## src/rtl/sdram_cmd_sched.sv

```systemverilog
// SDRAM command scheduler: arbitrates the activate, read, write and refresh
// sequence generators over one command bus and owns the periodic refresh timer.
module sdram_cmd_sched #(
    parameter int REF_PERIOD = 780,
    parameter int CW         = $clog2(REF_PERIOD)
) (
    input  logic       clk,
    input  logic       rst,
    input  logic       rd_req,
    input  logic       wr_req,
    output logic       rd_ack,
    output logic       wr_ack,
    output logic       start_act,
    output logic       start_rd,
    output logic       start_wr,
    output logic       start_ref,
    input  logic       done_act,
    input  logic       done_rd,
    input  logic       done_wr,
    input  logic       done_ref,
    input  logic [3:0] cmd_act,
    input  logic [3:0] cmd_rd,
    input  logic [3:0] cmd_wr,
    input  logic [3:0] cmd_ref,
    output logic [3:0] command,
    output logic       busy,
    output logic       ref_overflow
);

    typedef enum logic [2:0] {
        S_IDLE, S_ACT, S_ACT_REL, S_RD, S_WR, S_REF, S_REL
    } state_t;

    typedef enum logic [1:0] {OWN_RD, OWN_WR, OWN_REF} owner_t;

    localparam logic          OP_RD      = 1'b0;
    localparam logic          OP_WR      = 1'b1;
    localparam logic [CW-1:0] REF_RELOAD = CW'(REF_PERIOD - 1);

    state_t        r_state;
    state_t        w_next_state;
    owner_t        r_owner;
    logic          r_op;
    logic          r_last_op;
    logic          w_grant;
    logic          w_grant_op;
    logic [CW-1:0] r_ref_cnt;
    logic          r_ref_pending;
    logic          r_ref_overflow;
    logic          w_ref_expire;
    logic          w_ref_clear;
    logic          w_owner_done;
    logic [3:0]    w_command;

    assign w_ref_expire = (r_ref_cnt == '0);
    assign w_ref_clear  = (r_state == S_REF) && done_ref;

    // An expiry that lands on the clearing cycle re-arms the request instead
    // of counting as an overflow.
    always_ff @(posedge clk or posedge rst) begin
        if (rst) begin
            r_ref_cnt      <= REF_RELOAD;
            r_ref_pending  <= 1'b0;
            r_ref_overflow <= 1'b0;
        end else begin
            // NOTE: clocked state uses non-blocking assignments so every
            // register samples pre-edge values regardless of statement order.
            r_ref_cnt <= w_ref_expire ? REF_RELOAD : r_ref_cnt - CW'(1);
            if (w_ref_expire) begin
                r_ref_pending <= 1'b1;
                if (r_ref_pending && !w_ref_clear) begin
                    r_ref_overflow <= 1'b1;
                end
            end else if (w_ref_clear) begin
                r_ref_pending <= 1'b0;
            end
        end
    end

    always_comb begin
        w_owner_done = 1'b0;
        case (r_owner)
            OWN_RD:  w_owner_done = done_rd;
            OWN_WR:  w_owner_done = done_wr;
            OWN_REF: w_owner_done = done_ref;
            default: w_owner_done = 1'b0;
        endcase
    end

    always_comb begin
        // NOTE: every output of this block gets a default first, so no path
        // through the case statement can infer a latch.
        w_next_state = r_state;
        w_grant      = 1'b0;
        w_grant_op   = r_op;
        case (r_state)
            S_IDLE: begin
                if (r_ref_pending) begin
                    w_next_state = S_REF;
                end else if (rd_req || wr_req) begin
                    w_grant      = 1'b1;
                    w_next_state = S_ACT;
                    if (rd_req && wr_req) begin
                        w_grant_op = (r_last_op == OP_WR) ? OP_RD : OP_WR;
                    end else begin
                        w_grant_op = rd_req ? OP_RD : OP_WR;
                    end
                end
            end
            S_ACT:     if (done_act) w_next_state = S_ACT_REL;
            S_ACT_REL: if (!done_act) w_next_state = (r_op == OP_RD) ? S_RD : S_WR;
            S_RD:      if (done_rd) w_next_state = S_REL;
            S_WR:      if (done_wr) w_next_state = S_REL;
            S_REF:     if (done_ref) w_next_state = S_REL;
            S_REL:     if (!w_owner_done) w_next_state = S_IDLE;
            default:   w_next_state = S_IDLE;
        endcase
    end

    // The owner is tracked while a generator runs so REL knows whose done to
    // wait on and whose command to keep on the bus.
    always_ff @(posedge clk or posedge rst) begin
        if (rst) begin
            r_state   <= S_IDLE;
            r_op      <= OP_RD;
            r_last_op <= OP_WR;
            r_owner   <= OWN_RD;
        end else begin
            r_state <= w_next_state;
            if (w_grant) begin
                r_op      <= w_grant_op;
                r_last_op <= w_grant_op;
            end
            case (r_state)
                S_RD:    r_owner <= OWN_RD;
                S_WR:    r_owner <= OWN_WR;
                S_REF:   r_owner <= OWN_REF;
                default: r_owner <= r_owner;
            endcase
        end
    end

    always_comb begin
        w_command = 4'h0;
        case (r_state)
            S_ACT, S_ACT_REL: w_command = cmd_act;
            S_RD:             w_command = cmd_rd;
            S_WR:             w_command = cmd_wr;
            S_REF:            w_command = cmd_ref;
            S_REL: begin
                case (r_owner)
                    OWN_RD:  w_command = cmd_rd;
                    OWN_WR:  w_command = cmd_wr;
                    OWN_REF: w_command = cmd_ref;
                    default: w_command = 4'h0;
                endcase
            end
            default:          w_command = 4'h0;
        endcase
    end

    assign start_act    = (r_state == S_ACT);
    assign start_rd     = (r_state == S_RD);
    assign start_wr     = (r_state == S_WR);
    assign start_ref    = (r_state == S_REF);
    assign rd_ack       = (r_state == S_RD) && done_rd;
    assign wr_ack       = (r_state == S_WR) && done_wr;
    assign busy         = (r_state != S_IDLE);
    assign command      = w_command;
    assign ref_overflow = r_ref_overflow;

endmodule

```

## config.mk

```make
export PLATFORM = sky130hd
export DESIGN_NAME = sdram_cmd_sched
export DESIGN_NICKNAME = d
export VERILOG_FILES = /design/src/rtl/sdram_cmd_sched.sv
export SDC_FILE = /design/constraint.sdc
export NUM_CORES = 1
export LEC_CHECK = 0
export BUFFER_PORTS_ARGS = -buffer_cell sky130_fd_sc_hd__buf_2
export CAP_MARGIN = 25
export CELL_PAD_IN_SITES_DETAIL_PLACEMENT = 1
export CELL_PAD_IN_SITES_GLOBAL_PLACEMENT = 1
export CORE_AREA = 10 10 71 73
export DETAILED_ROUTE_END_ITERATION = 12
export DIE_AREA = 0 0 81 83
export PLACE_DENSITY_LB_ADDON = 0.08
export SYNTH_ARGS = -nofsm -noshare
export SYNTH_HDL_FRONTEND = slang
export SYNTH_SLANG_ARGS = --single-unit
```

## constraint.sdc

```tcl
create_clock -name clk -period 1.7 [get_ports clk]
set_input_delay 0 -clock clk [delete_from_list [all_inputs] [get_ports clk]]
set_output_delay 0 -clock clk [all_outputs]
set_load 0.01 [all_outputs]
```

---- Word level (Yosys, flattened, before mapping) ----
Cells that the tools add are included.
cells by class
  $add $sub $neg .......................... 1
  reductions and logical operators ........ 16
  equality and inequality tests ........... 15
  muxes and demuxes ....................... 26
operators by type and width
  operator                                                               number
  3-bit two-way mux                                                      9
  3-bit case mux with 7 select lines                                     1
  4-bit case mux with 5 select lines                                     1
  4-bit case mux with 3 select lines                                     1
  1-bit two-way mux                                                      11
  10-bit zero test                                                       1
  10-bit two-way mux                                                     1
  10-bit by 1-bit subtractor with 10-bit output (second input constant)  1
  3-bit == test (second input constant)                                  3
  2-bit by 1-bit != test with 1-bit output (second input constant)       4
  7-bit AND reduction                                                    1
  3-bit by 2-bit == test with 1-bit output (second input constant)       2
  2-bit case mux with 3 select lines                                     1
  3-bit nonzero test                                                     2
  1-bit logical AND                                                      5
  2-bit != test (second input constant)                                  2
  3-bit by 1-bit == test with 1-bit output (second input constant)       1
  3-bit zero test                                                        1
  3-bit != test (second input constant)                                  1
  1-bit case mux with 3 select lines                                     1
  2-bit by 1-bit == test with 1-bit output (second input constant)       1
  2-bit == test (second input constant)                                  1
  2-bit zero test                                                        1
  2-bit AND reduction                                                    1
  4 further kinds                                                        4
word-level totals
  bits of input ports ..................... 24
  word-level logic and storage cells ...... 65
  register bits ........................... 19
  output and inout bits ................... 12

---- Longest topological paths before layout ----
Gate-level depths: netlist (run 1).
  word-level depth ........................ 5
  mapped depth ............................ 6
  mapped depth without buffers ............ 6

---- Least setup slack after synthesis (run 1) ----
Ideal clock, no wire load.
  path kind ............................... reg2reg
  start ................................... reg r_state[0]
  end ..................................... reg r_state[1]
  cell stages (with the launch flop) ...... 7
  clock period less this slack ............ 1430 ps
  required time ........................... 1566 ps
  arrival time ............................ 1296 ps
  buffers on the path ..................... 1
  setup slack ............................. 270 ps
  cells stage by stage .................... dfrtp_1 buf_4 clkinv_2 nand2_1 a2111oi_4 or2_4 o31ai_2
between the ends
  longest elaborated chain between the ends .. 3
  elaborated cells between the ends (all ways) .. 16
  those cells by class .................... eq/ne (13); mux (1); reduce/logical (2)
RTL lines
  what                                                    line  source
  start: declaration                                      40    state_t r_state;
  start signal: assignment                                129   r_state <= w_next_state;
  3-bit == test (tied with other cells)                   96    case (r_state)
  2-bit != test (no source line) (tied with other cells)  --
  7-bit AND reduction (no source line)                    --
Several ways; a longest one is shown, not always the timed one.
A chain may end at the register's enable or synchronous reset.

---- Final worst setup path (run 1) ----
  start ................................... reg r_state[1]
  end ..................................... out command[3]
between the ends
  longest elaborated chain between the ends .. 3
  elaborated cells between the ends (all ways) .. 8
  those cells by class .................... eq/ne (6); mux (1); reduce/logical (1)
RTL lines
  what                                                                                                  line  source
  3-bit by 1-bit == test with 1-bit output or 3-bit by 2-bit == test with 1-bit output (tied branches)  145   case (r_state)
  2-bit OR reduction                                                                                    145
  4-bit case mux with 5 select lines *                                                                  145
  end: declaration                                                                                      25    output logic [3:0] command,
Every way passes the cells marked *; elsewhere a longest branch is shown, timed or not.

==> results of run 1 <==
[where the power goes]
part | switching [mW] | leakage, nW | total, mW | internal, mW
sequential | 0.116 | 0.210 | 0.681 | 0.564
clock | 0.150 | 0.0255 | 0.313 | 0.163
combinational | 0.966 | 0.585 | 1.80 | 0.836
total | 1.23 | 0.820 | 2.80 | 1.56
[metal layers]
| metal | vias up | GRT usage |
|---|---|---|
| li1 | 674 | - |
| met3 | 2 | 0.0431 |
| met2 | 30 | 0.190 |
| met1 | 648 | 0.149 |
| met5 | - | 0 |
| met4 | 0 | 0.0188 |
[cells by family after synthesis]
logic type,Yosys count,synth area share
flip-flops,19,0.356
XOR/XNOR,5,0.0323
buffers and inverters,19,0.0700
adder cells (fa/ha/maj),2,0.0184
AND/OR/NAND/NOR,60,0.221
AO/OA/AOI/OAI,47,0.249
multiplexers,7,0.0535
[state kept, by name (all words and copies together), names as in the netlist]
name / flops
r_last_op: 1
ref_overflow: 1
r_op: 1
r_ref_cnt: 10
r_owner: 2
r_state: 3
r_ref_pending: 1
[final cells by class]
cell class	instances	area (um^2)	share of cell area
multi-input cells	121	798	0.449
flip-flops and latches	19	485	0.273
repair buffers	56	352	0.198
well taps	48	60.1	0.0338
clock buffers	3	41.3	0.0232
inverters	9	37.5	0.0211
clock inverters	1	5.00	0.00281
[through the flow]
stage / setup WS (ps) / instances / setup TNS, ps
final: 72.7 / 257 / 0
after CTS: 24.3 / 256 / 0
after global routing: -50.4 / 257 / -61.8
after detailed placement: 174 / 247 / 0
after floorplan: 270 / 159 / 0
after global placement: 196 / 247 / 0
[cells in the final DEF (no fill, tap or decap), types with 2 or more instances in the layout]
cell,instances
ha_1,2
dfrtp_1,11
o31ai_2,3
o211ai_1,3
nor4_2,2
dlygate4sd3_1,2
o31ai_1,3
xor2_1,3
mux2i_1,5
nand2_1,15
dfrtp_2,2
a31oi_1,4
a21oi_1,11
o21ai_1,4
a221o_1,2
buf_4,17
and3_1,4
a22oi_1,2
buf_6,3
nor2b_1,2
nor3_1,5
o21ai_0,6
nor2_1,16
clkinv_2,2
o2bb2ai_1,2
a211o_1,2
xnor2_1,2
nand3_1,6
or3_1,2
dfstp_2,6
buf_2,34
inv_1,6
clkbuf_8,3
[critical path, cell delays in order (launching register included)]
cell     delay [ps]
dfrtp_2         440
inv_4           100
nor2_1           80
a31oi_1         180
nor2b_1          90
a221o_1         370
buf_6           130
[timing repair]
item | 4_1_cts | 5_1_grt
hold buffers | 2 | 0
gates resized for setup | 2 | 8
buffers inserted | 3 | 1
endpoints found under the hold margin | 14 | 0
pin swaps | 0 | 0
endpoints found under the setup margin | 3 | 4
[path summary, 6_finish.rpt]
kind	to	slack, ps	cells after the start
max	command[3]	70	6
min	r_op$_DFFE_PP0P_	30	2
max reg2reg	r_state[0]$_DFFE_PP0P_	170	6
min reg2reg	r_ref_cnt[0]$_DFF_PP1_	460	1
max in group asynchronous	r_state[1]$_DFFE_PP0P_	780	3
min in group asynchronous	ref_overflow$_DFFE_PP0P_	410	3
==> flow_summary.ini, run 1 <==
[yosys]
async_flop_share = 1.00
ys_ff_latch = 19
synth_seq_area_share = 0.356
synth-edff-count = 0
yosysMostFrequentCell = nor2_1
avgSynthCellArea_um2 = 8.54
yosys-top-cells-area = dfrtp_1, dfstp_2, nor2_1
yosys_warnings = 0
synth_top_area_cell = dfrtp_1
syn_nets = 185
synth_top_area_frac = 0.240
synth_top_flop_cell = dfrtp_1
synth_cell_types = 45
postSynthCellCount = 159
synth_common_cells = nor2_1, nand2_1, dfrtp_1
synth_area_um2 = 1360

[critical_path]
crit_arrival_ps = 1630
cp-end-kind = output pin
r2r-start = r_state[1]$_DFFE_PP0P_
start_kind = flop
crit_start = r_state[1]$_DFFE_PP0P_
path_class = flop to output pin
worst_ep_required_time_ps = 1700
cp_max_fo = 7

[placement]
routabilityCongestion = 0.823
port_buffers = 35
hpwlAfterDp_um = 3290
place_area_um2 = 1650

[global_route]
antenna_found_initial = 0
gr-usage-all-layers = 0.119
overflow = 0
first_global_vias = 1446
grt_first_pass_wirelength_um = 6800
grt_max_degree = 20

[drt]
wl_per_cell_um = 15.6
vias_per_cell = 5.27
routed_wl_um = 4020
drtPass1Iterations = 4
wl_met2_um = 1880
met3WireLength_um = 309
routed.top_layer = met4
drc = 0
first_iter_violations = 81
postRouteAntennaNets = 0
via_count = 1354
drt-met1-wl_um = 1820

[clock_network]
path_clk_slew_ps = 70
htreeDepth = 1
ctsRootBufferMaster = clkbuf_8
clk_path_buf_depth = 2
cts_tree = done
clk_latency_ps = 250
cts_sinks = 19
cts_buffers = 3

[power]
fin_total_pwr_mw = 2.80
p_leak_nw = 0.820
power_density_nw_per_um2 = 1570
ir_drop_uv = 918

[layout]
final_cell_area_um2 = 1780
nets = 236
diodes = 0
area_growth_pct = 31.1
final_util = 0.490
drive_gt1_frac = 0.383
num-fill-cells = 468

[timing]
rsz0062_at_grt = true
layout_min_cycle_time_ps = 1630
finalHoldViolCount = 0
fin_worst_skew_ps = 5.28
worst_slew_pin_slew_ps = 729
post-route-period-util = 0.957
hold_slack_ps = 26.3
relSlewSlack = 0.513
fmax_ghz = 0.614
finalSetupViolCount = 0
finalMaxSlewViolations = 0

[outcome]
status = complete, no violations

[floorplanning]
initial_core_util = 0.374
die_x_um = 81
dieArea_um2 = 6720
fp.dieH_um = 83
core_area_um2 = 3630
ios = 36
num_rows = 22

[min_path]
worstHoldPathType = primary input to flop
min_from = wr_req

[run]
cap_violations = 0
Power figures use the tool's default switching activity.
==> run 2: changes to the inputs <==
--- a/config.mk
+++ b/config.mk
@@ -5,7 +5,7 @@
 export SDC_FILE = /design/constraint.sdc
 export NUM_CORES = 1
 export LEC_CHECK = 0
-export BUFFER_PORTS_ARGS = -buffer_cell sky130_fd_sc_hd__buf_2
+export BUFFER_PORTS_ARGS = -buffer_cell sky130_fd_sc_hd__buf_4
 export CAP_MARGIN = 25
 export CELL_PAD_IN_SITES_DETAIL_PLACEMENT = 1
 export CELL_PAD_IN_SITES_GLOBAL_PLACEMENT = 1
==> flow_summary.ini, run 2 (synthesis gave the netlist of run 1 again) <==
[timing]
fmax_ghz = 0.604
finalHoldViolCount = 0
post-route-period-util = 0.975
finalSetupViolCount = 0
tns_ps = 0
worst_slew_pin_slew_ps = 744
finalMaxSlewViolations = 0
fin_ws_ps = 43.1
relSlewSlack = 0.503
rsz0062_at_grt = true
layout_min_cycle_time_ps = 1660
fin_worst_skew_ps = 3.80

[critical_path]
slowest_delay_ps = 410
worst_ep_required_time_ps = 1700
cpMaxStageDelayCell = dfrtp_1
cp-end-kind = output pin
crit_arrival_ps = 1660
start_kind = flop
critPathBufInv = 2
cp_top_family = compound AO/OA/AOI/OAI gates
path_cells = buf_6 > mux2i_1 > nor2_1 > a21oi_1 > nor2_1 > a221o_1 > buf_6
path_class = flop to output pin
cp_max_fo = 4

[drt]
via_count = 1389
routed_wl_um = 4340
drtPass1Iterations = 4
first_iter_violations = 87
drc = 0
vias_per_cell = 5.40
wl_per_cell_um = 16.9
postRouteAntennaNets = 0

[global_route]
grt_most_used_layer = met2
antenna_found_initial = 0
gr-usage-all-layers = 0.129
overflow = 0
use_met2 = 0.219
grt_first_pass_wirelength_um = 7220
first_global_vias = 1517
use_met1 = 0.152
use_met3 = 0.0345
grt_max_degree = 20

[placement]
port_buffers = 35
hpwlAfterDp_um = 3390
routabilityCongestion = 0.812
dp_slack_ps = 141

[clock_network]
cts_tree = done
ctsRootBufferMaster = clkbuf_8
cts_sinks = 19
path_clk_slew_ps = 70
htreeDepth = 1
clk_latency_ps = 260
cts_buffers = 3
clk_path_buf_depth = 2

[floorplanning]
initial_core_util = 0.374
core_area_um2 = 3630
fp.dieH_um = 83
die_x_um = 81
num_rows = 22
ios = 36
dieArea_um2 = 6720

[layout]
reg_top3 = r_ref_cnt x10, r_state x3, r_owner x2
nets = 236
final_common_cell = buf_4
most-common-layout-cells = buf_4, nor2_1, nand2_1
drive_gt1_frac = 0.388
diodes = 0
largest_register = r_ref_cnt
area_growth_pct = 38.1
largest_reg_flops = 10
final_util = 0.516

[outcome]
status = complete, no violations

[power]
ir_drop_uv = 814
power_density_nw_per_um2 = 1550
p_leak_nw = 0.846

[min_path]
worstHoldPathType = primary input to flop

[run]
cap_violations = 0
==> run 2: report_power, final <==
part / switching, mW / internal (mW) / total (mW) / leakage (nW)
sequential: 0.119 / 0.564 / 0.683 / 0.210
combinational: 0.994 / 0.909 / 1.90 / 0.611
clock: 0.159 / 0.163 / 0.322 / 0.0255
total: 1.27 / 1.64 / 2.91 / 0.846
==> run 2: what timing repair did <==
item                                    CTS  global route
endpoints found under the hold margin    15             0
gates resized for setup                   5             8
endpoints found under the setup margin    3             7
hold buffers                              3             0
pin swaps                                 0             1
buffers inserted                          5             2
==> run 2: tightest hold or removal path, stage by stage <==
cell and delay [ps]:
buf_4 100, nand2_1 70, nand2_1 100, nand2_1 60
==> run 2: final cells by class <==
class                      instances  area, um^2
sequential                        19         485
tap                               48        60.1
clock buffer                       3        41.3
multi-input combinational        121         807
fill                             453        1760
inverter                           9        40.0
timing repair buffer              56         435
clock inverter                     1        5.00
==> run 2: path summary, 6_finish.rpt <==
check | start | endpoint | slack [ps] | cells past startpoint
setup / recovery | r_state[0]$_DFFE_PP0P_ | command[2] | 40 | 7
hold / removal | done_ref | r_ref_pending$_DFFE_PP0P_ | 90 | 4
setup reg to reg | r_state[0]$_DFFE_PP0P_ | r_state[0]$_DFFE_PP0P_ | 120 | 7
hold reg to reg | r_ref_cnt[0]$_DFF_PP1_ | r_ref_cnt[0]$_DFF_PP1_ | 470 | 1
max in group asynchronous | rst | r_state[2]$_DFFE_PP0P_ | 760 | 3
min in group asynchronous | rst | r_state[0]$_DFFE_PP0P_ | 430 | 3
==> run 2: per-layer routing <==
metal  wire, um  up-vias  part of all wire
met4         63        0             0.015
li1           -      676                 -
met5          0        -                 0
met1       1840      677              0.42
met3        232        7             0.054
met2       2200       29              0.51
==> run 2: per-stage QoR <==
step,std cells,power (mW),hold WS [ps],cell area [um^2]
after global placement,243,2.31,159,1700
after global routing,257,3.15,128,1870
final,257,2.91,93.0,1870
after floorplan,159,1.80,-53.3,1360
after CTS,255,2.85,93.5,1830
after detailed placement,243,2.39,182,1700
